`src/rtl/ikaopll_bus_writer.sv`:
```
// Host-side write sequencer for the IKAOPLL bus: queues (address, data) pairs and
// replays each as a timed address-write / data-write cycle counted in phiM enables.
module ikaopll_bus_writer #(
  parameter int unsigned FIFO_DEPTH = 4,
  parameter int unsigned WR_PULSE   = 2,
  parameter int unsigned ADDR_WAIT  = 12,
  parameter int unsigned DATA_WAIT  = 84
) (
  input  logic                          i_EMUCLK,
  input  logic                          i_RST_n,
  input  logic                          i_phiM_PCEN_n,
  input  logic                          i_WREQ_VALID,
  output logic                          o_WREQ_READY,
  input  logic [7:0]                    i_WREQ_ADDR,
  input  logic [7:0]                    i_WREQ_DATA,
  output logic                          o_CS_n,
  output logic                          o_WR_n,
  output logic                          o_A0,
  output logic [7:0]                    o_D,
  output logic                          o_BUSY,
  output logic [$clog2(FIFO_DEPTH):0]   o_LEVEL
);

  localparam int unsigned PTR_W   = $clog2(FIFO_DEPTH);
  localparam int unsigned LVL_W   = PTR_W + 1;
  localparam int unsigned MAX_A   = (WR_PULSE > ADDR_WAIT) ? WR_PULSE : ADDR_WAIT;
  localparam int unsigned MAX_DUR = (MAX_A > DATA_WAIT) ? MAX_A : DATA_WAIT;
  localparam int unsigned CNT_W   = (MAX_DUR > 1) ? $clog2(MAX_DUR) : 1;

  // Counter holds "remaining enabled edges minus one" for the current phase.
  localparam logic [CNT_W-1:0] WR_LOAD = CNT_W'(WR_PULSE - 1);
  localparam logic [CNT_W-1:0] AW_LOAD = CNT_W'(ADDR_WAIT - 1);
  localparam logic [CNT_W-1:0] DW_LOAD = CNT_W'(DATA_WAIT - 1);

  typedef enum logic [2:0] {
    S_IDLE,
    S_ADDR_PULSE,
    S_ADDR_WAIT,
    S_DATA_PULSE,
    S_DATA_WAIT
  } state_t;

  state_t             state_q, state_d;
  logic [CNT_W-1:0]   cnt_q, cnt_d;
  logic               bus_n_q, bus_n_d;
  logic               a0_q, a0_d;
  logic [7:0]         d_q, d_d;
  logic [7:0]         hold_q, hold_d;
  logic [PTR_W-1:0]   wr_ptr_q, rd_ptr_q;
  logic [LVL_W-1:0]   level_q, level_d;
  logic               ready_q, ready_d;
  logic               busy_q, busy_d;
  logic [15:0]        mem_q [FIFO_DEPTH];
  logic [15:0]        head_c;
  logic               phi_en_c, push_c, pop_c, start_c;

  assign phi_en_c = ~i_phiM_PCEN_n;
  assign push_c   = i_WREQ_VALID & ready_q;
  assign head_c   = mem_q[rd_ptr_q];

  // Next-state and bus outputs; a pair start is shared by IDLE and DATA_WAIT.
  always_comb begin
    state_d = state_q;
    cnt_d   = cnt_q;
    bus_n_d = bus_n_q;
    a0_d    = a0_q;
    d_d     = d_q;
    hold_d  = hold_q;
    start_c = 1'b0;
    if (phi_en_c) begin
      case (state_q)
        S_IDLE: begin
          if (level_q != '0) start_c = 1'b1;
        end
        S_ADDR_PULSE: begin
          if (cnt_q == '0) begin
            state_d = S_ADDR_WAIT;
            cnt_d   = AW_LOAD;
            bus_n_d = 1'b1;
          end else begin
            cnt_d = cnt_q - CNT_W'(1);
          end
        end
        S_ADDR_WAIT: begin
          if (cnt_q == '0) begin
            state_d = S_DATA_PULSE;
            cnt_d   = WR_LOAD;
            bus_n_d = 1'b0;
            a0_d    = 1'b1;
            d_d     = hold_q;
          end else begin
            cnt_d = cnt_q - CNT_W'(1);
          end
        end
        S_DATA_PULSE: begin
          if (cnt_q == '0) begin
            state_d = S_DATA_WAIT;
            cnt_d   = DW_LOAD;
            bus_n_d = 1'b1;
          end else begin
            cnt_d = cnt_q - CNT_W'(1);
          end
        end
        S_DATA_WAIT: begin
          if (cnt_q == '0) begin
            if (level_q != '0) start_c = 1'b1;
            else               state_d = S_IDLE;
          end else begin
            cnt_d = cnt_q - CNT_W'(1);
          end
        end
        default: state_d = S_IDLE;
      endcase
    end
    pop_c = start_c;
    if (start_c) begin
      state_d = S_ADDR_PULSE;
      cnt_d   = WR_LOAD;
      bus_n_d = 1'b0;
      a0_d    = 1'b0;
      d_d     = head_c[15:8];
      hold_d  = head_c[7:0];
    end
  end

  // Occupancy and status flags follow the next-state values so they stay registered.
  always_comb begin
    level_d = level_q;
    case ({push_c, pop_c})
      2'b10:   level_d = level_q + LVL_W'(1);
      2'b01:   level_d = level_q - LVL_W'(1);
      default: level_d = level_q;
    endcase
    ready_d = (level_d != LVL_W'(FIFO_DEPTH));
    busy_d  = (state_d != S_IDLE) | (level_d != '0);
  end

  always_ff @(posedge i_EMUCLK or negedge i_RST_n) begin
    if (!i_RST_n) begin
      state_q  <= S_IDLE;
      cnt_q    <= '0;
      bus_n_q  <= 1'b1;
      a0_q     <= 1'b0;
      d_q      <= '0;
      hold_q   <= '0;
      wr_ptr_q <= '0;
      rd_ptr_q <= '0;
      level_q  <= '0;
      ready_q  <= 1'b1;
      busy_q   <= 1'b0;
    end else begin
      state_q <= state_d;
      cnt_q   <= cnt_d;
      bus_n_q <= bus_n_d;
      a0_q    <= a0_d;
      d_q     <= d_d;
      hold_q  <= hold_d;
      level_q <= level_d;
      ready_q <= ready_d;
      busy_q  <= busy_d;
      if (push_c) wr_ptr_q <= wr_ptr_q + PTR_W'(1);
      if (pop_c)  rd_ptr_q <= rd_ptr_q + PTR_W'(1);
    end
  end

  // Storage is not reset; validity is tracked entirely by the pointers and level.
  always_ff @(posedge i_EMUCLK) begin
    if (push_c) mem_q[wr_ptr_q] <= {i_WREQ_ADDR, i_WREQ_DATA};
  end

  assign o_CS_n       = bus_n_q;
  assign o_WR_n       = bus_n_q;
  assign o_A0         = a0_q;
  assign o_D          = d_q;
  assign o_WREQ_READY = ready_q;
  assign o_BUSY       = busy_q;
  assign o_LEVEL      = level_q;

endmodule

```
`config.mk`:
```
export PLATFORM = sky130hd
export DESIGN_NAME = ikaopll_bus_writer
export DESIGN_NICKNAME = d
export VERILOG_FILES = /design/src/rtl/ikaopll_bus_writer.sv
export SDC_FILE = /design/constraint.sdc
export NUM_CORES = 1
export LEC_CHECK = 0
export BUFFER_PORTS_ARGS = -buffer_cell sky130_fd_sc_hd__buf_2
export CAP_MARGIN = 20
export CELL_PAD_IN_SITES_DETAIL_PLACEMENT = 0
export CELL_PAD_IN_SITES_GLOBAL_PLACEMENT = 1
export CORE_ASPECT_RATIO = 1.1
export CORE_UTILIZATION = 50
export CTS_CLUSTER_DIAMETER = 200
export DETAILED_ROUTE_END_ITERATION = 8
export PLACE_DENSITY_LB_ADDON = 0.1
export SLEW_MARGIN = 5
export SYNTH_ARGS = -nofsm -noshare
export SYNTH_HDL_FRONTEND = slang
export SYNTH_SLANG_ARGS = --single-unit
```
`constraint.sdc`:
```
create_clock -name i_EMUCLK -period 4.4 [get_ports i_EMUCLK]
set_input_delay 0.44 -clock i_EMUCLK [delete_from_list [all_inputs] [get_ports i_EMUCLK]]
set_output_delay 0.44 -clock i_EMUCLK [all_outputs]
set_load 0.03 [all_outputs]
```
==> impl_metrics.toml <==
[status]
status = "complete, no violations"

[cts]
clockRootBuffer = "clkbuf_8"
tritoncts = "yes"
cts_sinks = 101
clock_latency_ns = 0.36
cts.clk_slew.worst_paths_ns = 0.10
cts_hold_buf = 0
cts-buffers-inserted = 9
post_cts.repair.setup_buffers = 0
cts_max_path_buffers = 2
htree_levels = 3
post_cts_resized = 0

[critical_path]
reg2reg_depth = 13
required_ns = 4.63
worst_setup_path_start_kind = "flop"
path_max_fanout = 5
regToRegSetupSlack_ns = 1.14
cp_top_family = "simple AND/OR/NAND/NOR gates"
arrival_ns = 3.50
regToRegStartpoint = "cnt_q[0]"
cp_num_buf_inv = 2
r2r-end = "o_BUSY"
critPathCaptureType = "flop"
worstSetupPathType = "reg -> reg"
slowest_stage = "fa_1"
path_cells = "inv_1 > ha_1 > nor4b_2 > nand2_1 > a21oi_2 > ha_1 > inv_1 > fa_1 > nor2b_1 > nand2_1 > o21ai_0 > nor2b_1 > or4b_1"
slowest_delay_ns = 0.46

[global_route]
grt_usage_pct = 18.1
busiest_layer = "met2"
antenna_found_initial = 0
grt_pass1_wl_mm = 12.1
grt_use_met3_pct = 4.09
grt_pass1_vias = 2358
use_met2_pct = 31.2
grt_use_met1_pct = 22.7
grt_max_degree = 38
gr-total-overflow = 0

[drt]
vias_per_cell = 5.52
wl_mm = 7.42
first_pass_iters = 4
first_iter_violations = 98
ant_nets = 0
post_drt_wl_per_cell_um = 17.5
num_vias = 2333
drc = 0

[floorplanning]
dieHeight_um = 98.8
dieArea_um2 = 8890
coreArea_um2 = 8080
start_util_pct = 52.7
io_pins = 36
num_rows = 34
die_x_um = 90.0

[placed_design]
pre_cts_slack_ns = 1.13
dp.final_hpwl_mm = 4.69
portBuffers = 35
gp_congestion = 0.813
numPlacedInstances = 407

[final_layout]
layout.cells.non_filler = 423
num_antenna_cells = 0
final_nets = 337
layout_common_cells = "edfxtp_1, dfrtp_1, buf_2, nand2_1"
area_growth_pct = 10.3
drive_gt1_share_pct = 27.9
final_common_cell = "edfxtp_1"

[sta]
tns_ns = 0
tightestPinTransition_ns = 0.926
finalMaxSlewViolations = 0
setup_slack_ns = 1.14
post-route-min-period_ns = 3.26
setup_viol = 0
fin_skew_ns = 0.0112
max_freq_mhz = 306
fin_crit_sh_pct = 74.2
hold_viol_final = 0
grt_setup_unrepaired = "no"
slew_headroom_pct = 38.3

[pwr]
seq_power_share_pct = 51.4
power_leakage_nw = 1.80
clkPwrFrac_pct = 18.1
p_switching_mw = 1.03
p_int_mw = 1.92
p_per_area_nw_per_um2 = 626
comb_power_share_pct = 30.5
ir_drop_uv = 270
swShare_pct = 34.9

[synthesis]
synthCells = 276
synth-async-reset-ratio_pct = 36.6
syn_nets = 303
ys_seq_area_share_pct = 66.9
avgSynthCellArea_um2 = 15.4
ys.flop_type = "edfxtp_1"
synth_warnings = 0
netlist_area_um2 = 4260
synth_edf_count = 64
ys_ff_latch = 101
synthDistinctLibCells = 49

[run]
max_cap_viol_count = 0

[worst_hold_path]
hold_class = "in -> async"
-- Yosys cell counts (2+ instances only) --
cell type | count | area, µm²
nor4_1 | 2 | 12.5
mux4_2 | 16 | 360
buf_2 | 3 | 15.0
nand2b_1 | 5 | 31.3
nand2_1 | 23 | 86.3
clkbuf_1 | 8 | 30.0
a221o_1 | 3 | 30.0
edfxtp_1 | 64 | 1920
xnor2_1 | 3 | 26.3
xor2_1 | 3 | 26.3
nand3_1 | 3 | 15.0
dfstp_2 | 2 | 52.6
and3_1 | 5 | 31.3
a21oi_1 | 7 | 35.0
mux2_2 | 9 | 101
buf_4 | 2 | 15.0
nor2_1 | 13 | 48.8
nor2b_1 | 3 | 18.8
ha_1 | 6 | 75.1
o21ai_0 | 16 | 80.1
inv_1 | 8 | 30.0
mux2i_1 | 8 | 80.1
dfrtp_1 | 35 | 876
nor3_1 | 4 | 20.0
-- power by group through the flow --
stage | Combinational [mW] | Sequential (mW) | Clock, mW
finish | 0.896 | 1.51 | 0.534
global route | 0.992 | 1.55 | 0.583
CTS | 0.916 | 1.52 | 0.546
detailed placement | 0.914 | 1.54 | 0
global placement | 0.904 | 1.53 | 0
floorplan | 0.621 | 1.56 | 0
-- state kept, by name (all words and copies together), names as in the netlist, 2 cells and up --
name and count:
cnt_q 7, hold_q 8, mem_q 64, o_D 8, o_LEVEL 3, rd_ptr_q 2
state_q 3, wr_ptr_q 2
-- through the flow --
stage / hold slack [ns] / area [µm²] / power, mW / utilization (%)
floorplan: 0.144 / 4260 / 2.18 / -
global placement: 0.490 / 4530 / 2.43 / 56.0
detailed placement: 0.499 / 4530 / 2.45 / 56.0
CTS: 0.208 / 4700 / 2.98 / 58.2
global route: 0.246 / 4700 / 3.12 / 58.2
finish: 0.180 / 4700 / 2.94 / 58.2
-- final cells by class --
type / instances / area, µm²
Timing Repair Buffer: 37 / 190
Inverter: 8 / 30.0
Clock buffer: 10 / 128
Multi-Input combinational cell: 153 / 1320
Clock inverter: 6 / 47.5
Tap cell: 108 / 135
Fill cell: 666 / 3380
Sequential cell: 101 / 2850
-- layer usage --
metal,part of all wire (%),vias to the layer above
li1,-,1101
met1,44,1181
met2,52,42
met3,2.9,9
met4,1.2,0
met5,0,-
-- cell families after synthesis --
| family | share of synthesized area (%) |
|---|---|
| adders and majority gates | 2.23 |
| DFF | 66.9 |
| AOI/OAI and AO/OA | 5.99 |
| muxes | 12.7 |
| and+or+nand+nor | 8.72 |
| buffers and inverters | 2.20 |
| xor gates and xnor gates | 1.23 |
-- how the worst max path moves through the flow --
stage / from / to / slack, ns / depth (start not counted)
6_report: cnt_q[0] / o_BUSY / 1.14 / 13
5_1_grt: cnt_q[0] / o_BUSY / 0.83 / 13
4_1_cts: cnt_q[0] / o_BUSY / 1.12 / 13
3_5_place_dp: cnt_q[0] / o_BUSY / 1.13 / 13
3_3_place_gp: cnt_q[0] / o_BUSY / 1.26 / 13
2_1_floorplan: cnt_q[0] / o_BUSY / 1.05 / 14
No activity file was read; power rests on OpenSTA's default activity.
